==> config.mk <==
export PLATFORM = sky130hd
export DESIGN_NAME = demux_dispatcher
export DESIGN_NICKNAME = d
export VERILOG_FILES = /design/src/rtl/demux_dispatcher_pkg.sv /design/src/rtl/demux_dispatcher_rr_pick.sv /design/src/rtl/demux_dispatcher.sv
export SDC_FILE = /design/constraint.sdc
export NUM_CORES = 1
export LEC_CHECK = 0
export BUFFER_PORTS_ARGS = -buffer_cell sky130_fd_sc_hd__buf_2
export CAP_MARGIN = 40
export CELL_PAD_IN_SITES_DETAIL_PLACEMENT = 2
export CELL_PAD_IN_SITES_GLOBAL_PLACEMENT = 2
export CORE_MARGIN = 4
export CORE_UTILIZATION = 33
export DETAILED_ROUTE_END_ITERATION = 6
export HOLD_SLACK_MARGIN = 0.06
export PLACE_DENSITY = 0.86
export SETUP_SLACK_MARGIN = 0.05
export SYNTH_ARGS = -nofsm -noshare
export SYNTH_HDL_FRONTEND = slang
export SYNTH_SLANG_ARGS = --single-unit
==> constraint.sdc <==
create_clock -name clk -period 2.35 [get_ports clk]
set_input_delay 0.1175 -clock clk [delete_from_list [all_inputs] [get_ports clk]]
set_output_delay 0.1175 -clock clk [all_outputs]
set_load 0.005 [all_outputs]
==> src/rtl/demux_dispatcher_pkg.sv <==
// rtl/demux_dispatcher_pkg.sv - shared constants and state encoding for the demux dispatcher
package demux_dispatcher_pkg;

  localparam int NUM_OUT = 4;
  localparam int SEL_W   = 2;

  typedef enum logic [1:0] {
    IDLE  = 2'd0,
    DRIVE = 2'd1,
    STALL = 2'd2
  } state_t;

endpackage

==> src/rtl/demux_dispatcher_rr_pick.sv <==
// rtl/demux_dispatcher_rr_pick.sv - round-robin picker: first set mask bit at or after start, wrapping
module rr_pick
  import demux_dispatcher_pkg::*;
(
  input  logic [NUM_OUT-1:0] mask,
  input  logic [SEL_W-1:0]   start,
  output logic [SEL_W-1:0]   idx,
  output logic               found
);

  // Scan from the farthest offset back to the nearest so the nearest enabled channel wins.
  always_comb begin
    logic [SEL_W-1:0] cand;
    cand  = '0;
    idx   = '0;
    found = 1'b0;
    for (int i = NUM_OUT - 1; i >= 0; i--) begin
      cand = start + SEL_W'(i);
      if (mask[cand]) begin
        idx   = cand;
        found = 1'b1;
      end
    end
  end

endmodule

==> src/rtl/demux_dispatcher.sv <==
// rtl/demux_dispatcher.sv - one-word demux dispatching round-robin over enabled channels (optional stats: DEMUX_DISPATCHER_STATS_EN)
module demux_dispatcher
  import demux_dispatcher_pkg::*;
#(
  parameter int DATA_W  = 8,
  parameter int TIMEOUT = 15
) (
  input  logic               clk,
  input  logic               rst_n,
  input  logic               in_valid,
  output logic               in_ready,
  input  logic [DATA_W-1:0]  in_data,
  input  logic [NUM_OUT-1:0] chan_en,
  output logic [NUM_OUT-1:0] out_valid,
  input  logic [NUM_OUT-1:0] out_ready,
  output logic [DATA_W-1:0]  out_data,
  output logic [SEL_W-1:0]   out_sel
`ifdef DEMUX_DISPATCHER_STATS_EN
  ,
  output logic [15:0]        xfer_cnt,
  output logic [7:0]         reroute_cnt
`endif
);

  localparam logic [7:0] TIMEOUT_C = 8'(TIMEOUT);

  state_t              state_q, state_d;
  logic [SEL_W-1:0]    ptr_q, ptr_d;
  logic [SEL_W-1:0]    sel_q, sel_d;
  logic [7:0]          wait_q, wait_d, wait_inc;
  logic [DATA_W-1:0]   hold_q, hold_d;
  logic [NUM_OUT-1:0]  sel_oh, pick_mask;
  logic [SEL_W-1:0]    pick_start, pick_idx;
  logic                pick_found;
  logic                xfer, reroute;

  // A single picker serves both the fresh pick (from ptr) and re-picks (from sel+1, excluding sel).
  always_comb begin
    sel_oh = 4'b0001 << sel_q;
    if (state_q == DRIVE) begin
      pick_mask  = chan_en & ~sel_oh;
      pick_start = sel_q + 1'b1;
    end else begin
      pick_mask  = chan_en;
      pick_start = ptr_q;
    end
  end

  rr_pick u_rr_pick (
    .mask  (pick_mask),
    .start (pick_start),
    .idx   (pick_idx),
    .found (pick_found)
  );

  assign out_data = hold_q;
  assign out_sel  = sel_q;

  // Next-state, handshake outputs and transfer/re-route decisions.
  always_comb begin
    state_d   = state_q;
    ptr_d     = ptr_q;
    sel_d     = sel_q;
    wait_d    = wait_q;
    hold_d    = hold_q;
    in_ready  = 1'b0;
    out_valid = '0;
    wait_inc  = (wait_q == 8'hFF) ? 8'hFF : wait_q + 8'd1;

    if (state_q == DRIVE) out_valid = sel_oh & chan_en;
    xfer    = (out_valid & out_ready) != '0;
    reroute = (state_q == DRIVE) && chan_en[sel_q] && !out_ready[sel_q]
              && (wait_inc >= TIMEOUT_C) && pick_found;

    case (state_q)
      IDLE: begin
        in_ready = rst_n;
        if (in_valid) begin
          hold_d = in_data;
          wait_d = '0;
          if (pick_found) begin
            sel_d   = pick_idx;
            state_d = DRIVE;
          end else begin
            state_d = STALL;
          end
        end
      end
      DRIVE: begin
        if (!chan_en[sel_q]) begin
          // Channel withdrawn under us: move on, or park until something is enabled.
          wait_d = '0;
          if (pick_found) sel_d = pick_idx;
          else            state_d = STALL;
        end else if (xfer) begin
          ptr_d   = sel_q + 1'b1;
          wait_d  = '0;
          state_d = IDLE;
        end else if (reroute) begin
          sel_d  = pick_idx;
          wait_d = '0;
        end else if (wait_inc >= TIMEOUT_C) begin
          // Sole enabled channel: keep waiting on it with the counter pinned.
          wait_d = TIMEOUT_C;
        end else begin
          wait_d = wait_inc;
        end
      end
      STALL: begin
        if (pick_found) begin
          sel_d   = pick_idx;
          wait_d  = '0;
          state_d = DRIVE;
        end
      end
      default: state_d = IDLE;
    endcase
  end

  // Control and data registers; reset discards any held word.
  always_ff @(posedge clk or negedge rst_n) begin
    if (!rst_n) begin
      state_q <= IDLE;
      ptr_q   <= '0;
      sel_q   <= '0;
      wait_q  <= '0;
      hold_q  <= '0;
    end else begin
      state_q <= state_d;
      ptr_q   <= ptr_d;
      sel_q   <= sel_d;
      wait_q  <= wait_d;
      hold_q  <= hold_d;
    end
  end

`ifdef DEMUX_DISPATCHER_STATS_EN
  logic [15:0] xfer_cnt_q, xfer_cnt_d;
  logic [7:0]  reroute_cnt_q, reroute_cnt_d;

  // Transfer count wraps; re-route count saturates.
  always_comb begin
    xfer_cnt_d    = xfer_cnt_q + {15'd0, xfer};
    reroute_cnt_d = (reroute && reroute_cnt_q != 8'hFF) ? reroute_cnt_q + 8'd1 : reroute_cnt_q;
  end

  // Statistics registers.
  always_ff @(posedge clk or negedge rst_n) begin
    if (!rst_n) begin
      xfer_cnt_q    <= '0;
      reroute_cnt_q <= '0;
    end else begin
      xfer_cnt_q    <= xfer_cnt_d;
      reroute_cnt_q <= reroute_cnt_d;
    end
  end

  assign xfer_cnt    = xfer_cnt_q;
  assign reroute_cnt = reroute_cnt_q;
`else
  // Statistics counters are not built in this configuration.
`endif

endmodule

=== Word level (Yosys, flattened, before mapping) ===
Cells that the tools add are included.

* Add/sub/neg operators: 5
* Order comparisons: 6
* Equality and inequality tests: 9
* Shifts and indexed selects: 1
* Reduce and logical (&&, ||, !) cells: 13
* Bitwise logic cells: 4
* Multiplexer cells: 45

{| class="wikitable"
|+ Operators with widths
! operator !! count
|-
| 2-to-1 mux 8 bit || 7
|-
| 2-to-1 mux 2 bit || 16
|-
| case mux 8 bit (3 select lines) || 1
|-
| < comparator 2 x 3 -> 1 bit, second input constant || 5
|-
| bitwise AND 4 bit || 3
|-
| binary-select mux 1 bit (select 2 bit) || 6
|-
| case mux 2 bit (3 select lines) || 2
|-
| 2-to-1 mux 1 bit || 11
|-
| != test 3 bit, second input constant || 3
|-
| adder 8 x 1 -> 8 bit, second input constant || 1
|-
| == test 8 bit, second input constant || 1
|-
| greater-or-equal comparator 8 x 4 -> 1 bit, second input constant || 1
|-
| 2-to-1 mux 4 bit || 2
|-
| AND reduction 4 bit || 2
|-
| AND reduction 3 bit || 2
|-
| adder 2 x 1 -> 2 bit, second input constant || 2
|-
| adder 2 bit, second input constant || 2
|-
| logical AND 1 bit || 4
|-
| != test 2 bit, second input constant || 2
|-
| inverter 4 bit || 1
|-
| nonzero test 4 bit || 1
|-
| left shift 1 x 2 -> 4 bit, first input constant || 1
|-
| != test 3 x 2 -> 1 bit, second input constant || 1
|-
| nonzero test 3 bit || 1
|-
| other kinds (5) || 5
|}

* Output and inout port bits: 15
* Word-level logic and storage cells: 88
* Register bits: 22
* Input bits: 19

=== Longest topological paths before layout ===
* Word-level depth: 15
* Mapped depth: 7
* Mapped depth without buffers: 7

=== Cells and area by module ===
A second synthesis with hierarchy kept.

* Cell total of the unflattened synthesis: 125
* Area total of the unflattened synthesis: 1,330.0 um^2

{| class="wikitable"
|+ Modules (own cells, without submodules)
! module !! sequential area each (um^2) !! cells an instance !! area each (um^2) !! instances
|-
| demux_dispatcher || 550.5 || 112 || 1,252.5 || 1
|-
| rr_pick || 0.0 || 13 || 77.6 || 1
|}

=== Least setup slack after synthesis ===
No wires, ideal clock.

* Path kind: register -> register
* From: register sel_q[0], in the netlist out_sel[0]
* To: register sel_q[1], in the netlist out_sel[1]
* Clock period less this slack: 1,873 ps
* Data required time: 2,271 ps
* Buffers on the path: 0
* Setup time: 79 ps
* Data arrival time: 1,793 ps
* Path slack: 477 ps
* Cell stages (with the launch flop): 7
* Cells stage by stage: dfrtp_1 > inv_1 > ha_1 > mux2_4 > a41o_1 > a221o_1 > mux2i_1

* Cells in the longest elaborated chain, start to end: 14
* Elaborated cells between the ends (all ways): 47
* Classes of those cells: add/sub: 4; eq/ne: 2; shift: 1; mux: 29; bitwise: 4; reduce/logical: 7

{| class="wikitable"
|+ Ends and longest elaborated chain
! what !! RTL line !! RTL
|-
| start, declared || demux_dispatcher.sv:29 || <nowiki>logic [SEL_W-1:0] sel_q, sel_d;</nowiki>
|-
| start signal, assigned || demux_dispatcher.sv:131 || <nowiki>sel_q <= sel_d;</nowiki>
|-
| parallel branches: the longest is 14 deep, another holds adder 2 x 1 -> 2 bit || n/a ||
|}

Several ways; the timed one is not identified. The select of a mux whose other input is x is not followed.
A chain may end at the register's enable or synchronous reset.

=== Worst setup path in the final report ===
Same ends and word-level chain as after synthesis.

==> impl_metrics.csv <==
group,metric,value,unit
floorplanning,io_pins,34,
synthesis,ys_warn_count,0,
clock_tree,tritoncts,"built",
route,num_vias,1169,
critical_path,r2r-start,"out_sel[0]$_DFFE_PN0P_",
worst_hold_path,hold_depth,2,
pwr,power.density,1220,nW/µm²
floorplanning,start_util,0.341,
pwr,internal_power,1.24,mW
critical_path,critPathLaunchType,"flip-flop",
timing,fin_crit,2.05,ns
worst_hold_path,min_from,"in_data[1]",
run,cap_violations,0,
synthesis,yosysTopAreaCellShare,0.403,
global_route,top_usage_layer,"met2",
timing,skew,0.00352,ns
critical_path,cpPeakStageDelay,0.46,ns
run_status,outcome,"completed",
global_route,grt_remaining_overflow,0,
finish,fin_nets,189,
route,ant_nets,0,
placed_design,port_buffers,33,
synthesis,yosysTopAreaCell,"dfrtp_1",
synthesis,postSynthCellCount,125,
pwr,p_comb_frac,0.520,
global_route,grt_pass1_vias,1368,
critical_path,cp.required,2.48,ns
pwr,irDropWorstVdd,440,µV
clock_tree,path_clk_slew,0.08,ns
synthesis,synth_edf_count,0,
synthesis,synth_area,1370,µm²
global_route,grt_pass1_wl,6780,µm
timing,hold_violations,0,
global_route,grt_use_met1,0.190,
synthesis,yosysSeqAreaShare,0.403,
pwr,p_switching,0.800,mW
synthesis,ys_ff_latch,22,
clock_tree,cts-root-buf,"clkbuf_8",
placed_design,gp_congestion,0.778,
global_route,grtUsageTotal,0.167,
pwr,p_leak,0.824,nW
critical_path,cp_slowest_cell,"dfrtp_2",
timing,setup_tns,0,ns
floorplanning,core,4000,µm²
floorplanning,die-area,5230,µm²
clock_tree,postCtsSetupBuffers,0,
finish,fin_cells,214,
placed_design,hpwlAfterDp,3290,µm
pwr,netSwitchingFraction,0.391,
finish,syn_to_final_growth,23.2,%
critical_path,worstSetupStartpoint,"out_sel[0]$_DFFE_PN0P_",
route,wirelength,4080,µm
critical_path,worstPathArrival,2.18,ns
clock_tree,cts_sinks,22,
route,drt-pass1-iter-count,4,
route,drc,0,
clock_tree,numCtsBuffers,3,
worst_hold_path,hold_path_class,"in2reg",
floorplanning,die-height,72.3,µm
global_route,grt_max_degree,23,
finish,final_common_cell,"buf_2",
critical_path,path_max_fanout,8,
route,drt_iter0_drc,46,
clock_tree,clk_path_buf_depth,2,
timing,slew_headroom,0.521,
timing,fin_crit_sh,0.872,
pwr,seq_power_share,0.309,
placed_design,dp.cells,209,
critical_path,path_class,"reg2reg",
synthesis,async_flop_share,1.00,
timing,clock.fmax,0.488,GHz
timing,slew_violations,0,
timing,whs,0.0864,ns
global_route,gr-usage-met3,0.0208,
critical_path,endpoint_kind,"flip-flop",
synthesis,yosys_most_used_dff,"dfrtp_1",
finish,drive_above_1_share,0.366,
floorplanning,fp-row-count,23,
finish,nFillCells,426,
route,via_per_inst,5.46,
pwr,total_power,2.04,mW
clock_tree,clk_latency,0.26,ns
global_route,grt_antenna_before_repair,0,
synthesis,synth_area_leaders,"dfrtp_1 (40%), mux2_2 (7.4%), ha_1 (4.6%)",
route,post_drt_wl_per_cell,19.1,µm
clock_tree,htreeDepth,1,
critical_path,path_cells,"inv_1 -> ha_1 -> and4b_1 -> a22oi_1 -> a21o_1 -> o2111ai_1 -> mux2i_1",
synthesis,synth_nets,149,
timing,setup-violations-final,0,
finish,n_antenna_cell,0,
timing,rsz0062_at_grt,"false",
critical_path,r2r.worst_path.cells,7,
global_route,grt_use_met2,0.323,
finish,layout_common_cells,"buf_2 (33), dfrtp_1 (21), mux2_2 (9)",
timing,tightest_slew,0.715,ns
synthesis,syn_avg_cell_area,10.9,µm²
pwr,p_clk_frac,0.170,
synthesis,yosysUniqueCellTypes,42,
floorplanning,die_w,72.3,µm
## cells in the mapped netlist (all sizes together) (3+ instances only)
library cell,n
dfrtp,22
mux2,10
nand2,8
and2,6
a21oi,5
ha,5
inv,5
a22o,4
a31oi,4
and4b,4
nand3,4
nor2,4
a21o,3
buf,3
mux2i,3
nor2b,3
o21ai,3
## cells by family after synthesis
logic type / after synthesis / share of synthesized area
compound gates: 30 / 0.172
buf+inv: 8 / 0.0312
fa+ha+maj: 5 / 0.0458
flops: 22 / 0.403
xor+xnor: 2 / 0.0128
simple gates: 43 / 0.194
mux: 15 / 0.140
## worst max-delay path: cells and delay by family (launching register included)
family	cells	cell delay, ns
AOI/OAI and AO/OA	3	0.70
DFF	1	0.46
adders and majority gates	1	0.24
and+or+nand+nor	1	0.24
muxes	1	0.17
buffers and inverters	1	0.11
## final timing paths
kind                       slack [ns]                      end
hold / removal                   0.09  out_data[1]$_DFFE_PN0P_
setup reg to reg                 0.30   out_sel[1]$_DFFE_PN0P_
max in group asynchronous        1.71   out_sel[0]$_DFFE_PN0P_
setup / recovery                 0.30   out_sel[1]$_DFFE_PN0P_
min in group asynchronous        0.41    wait_q[4]$_DFFE_PN0P_
hold reg to reg                  0.51    wait_q[5]$_DFFE_PN0P_
## registers in the layout, indices dropped and copies added (netlist names)
register and flops:
wait_q 8, out_sel 2, ptr_q 2, out_data 8, state_q 2
## stage by stage
step                instance area, µm²  utilization  worst slack, ns
floorplan                         1370            -            0.477
global placement                  1600        0.400            0.349
detailed placement                1600        0.400            0.238
CTS                               1680        0.420            0.177
global route                      1680        0.420            0.159
finish                            1680        0.420            0.300
## routing by layer
layer / routed length [µm] / up-vias
li1: - / 548
met1: 1640 / 605
met2: 2330 / 14
met3: 75 / 2
met4: 30 / 0
met5: 0 / -
## cell type report
type / instances / area [µm²] / share of cell area
flip-flops and latches: 22 / 552 / 0.328
clock inverters: 1 / 30.0 / 0.0179
repair buffers: 38 / 205 / 0.122
clock buffers: 3 / 41.3 / 0.0246
inverters: 5 / 18.8 / 0.0112
well taps: 50 / 62.6 / 0.0372
multi-input cells: 95 / 772 / 0.459
## power by group through the flow
stage	clock network [mW]	logic, mW	registers [mW]
after CTS	0.353	1.08	0.633
after detailed placement	0	1.06	0.638
after floorplan	0	0.718	0.621
after global routing	0.374	1.18	0.655
after global placement	0	0.994	0.624
final	0.348	1.06	0.633
## repair_timing
action / 4_1_cts / 5_1_grt
hold endpoints to repair: 22 / 0
hold buffers: 1 / 0
setup endpoints to repair: 0 / 2
resized for setup: 0 / 1
No activity file was read; power rests on OpenSTA's default activity.
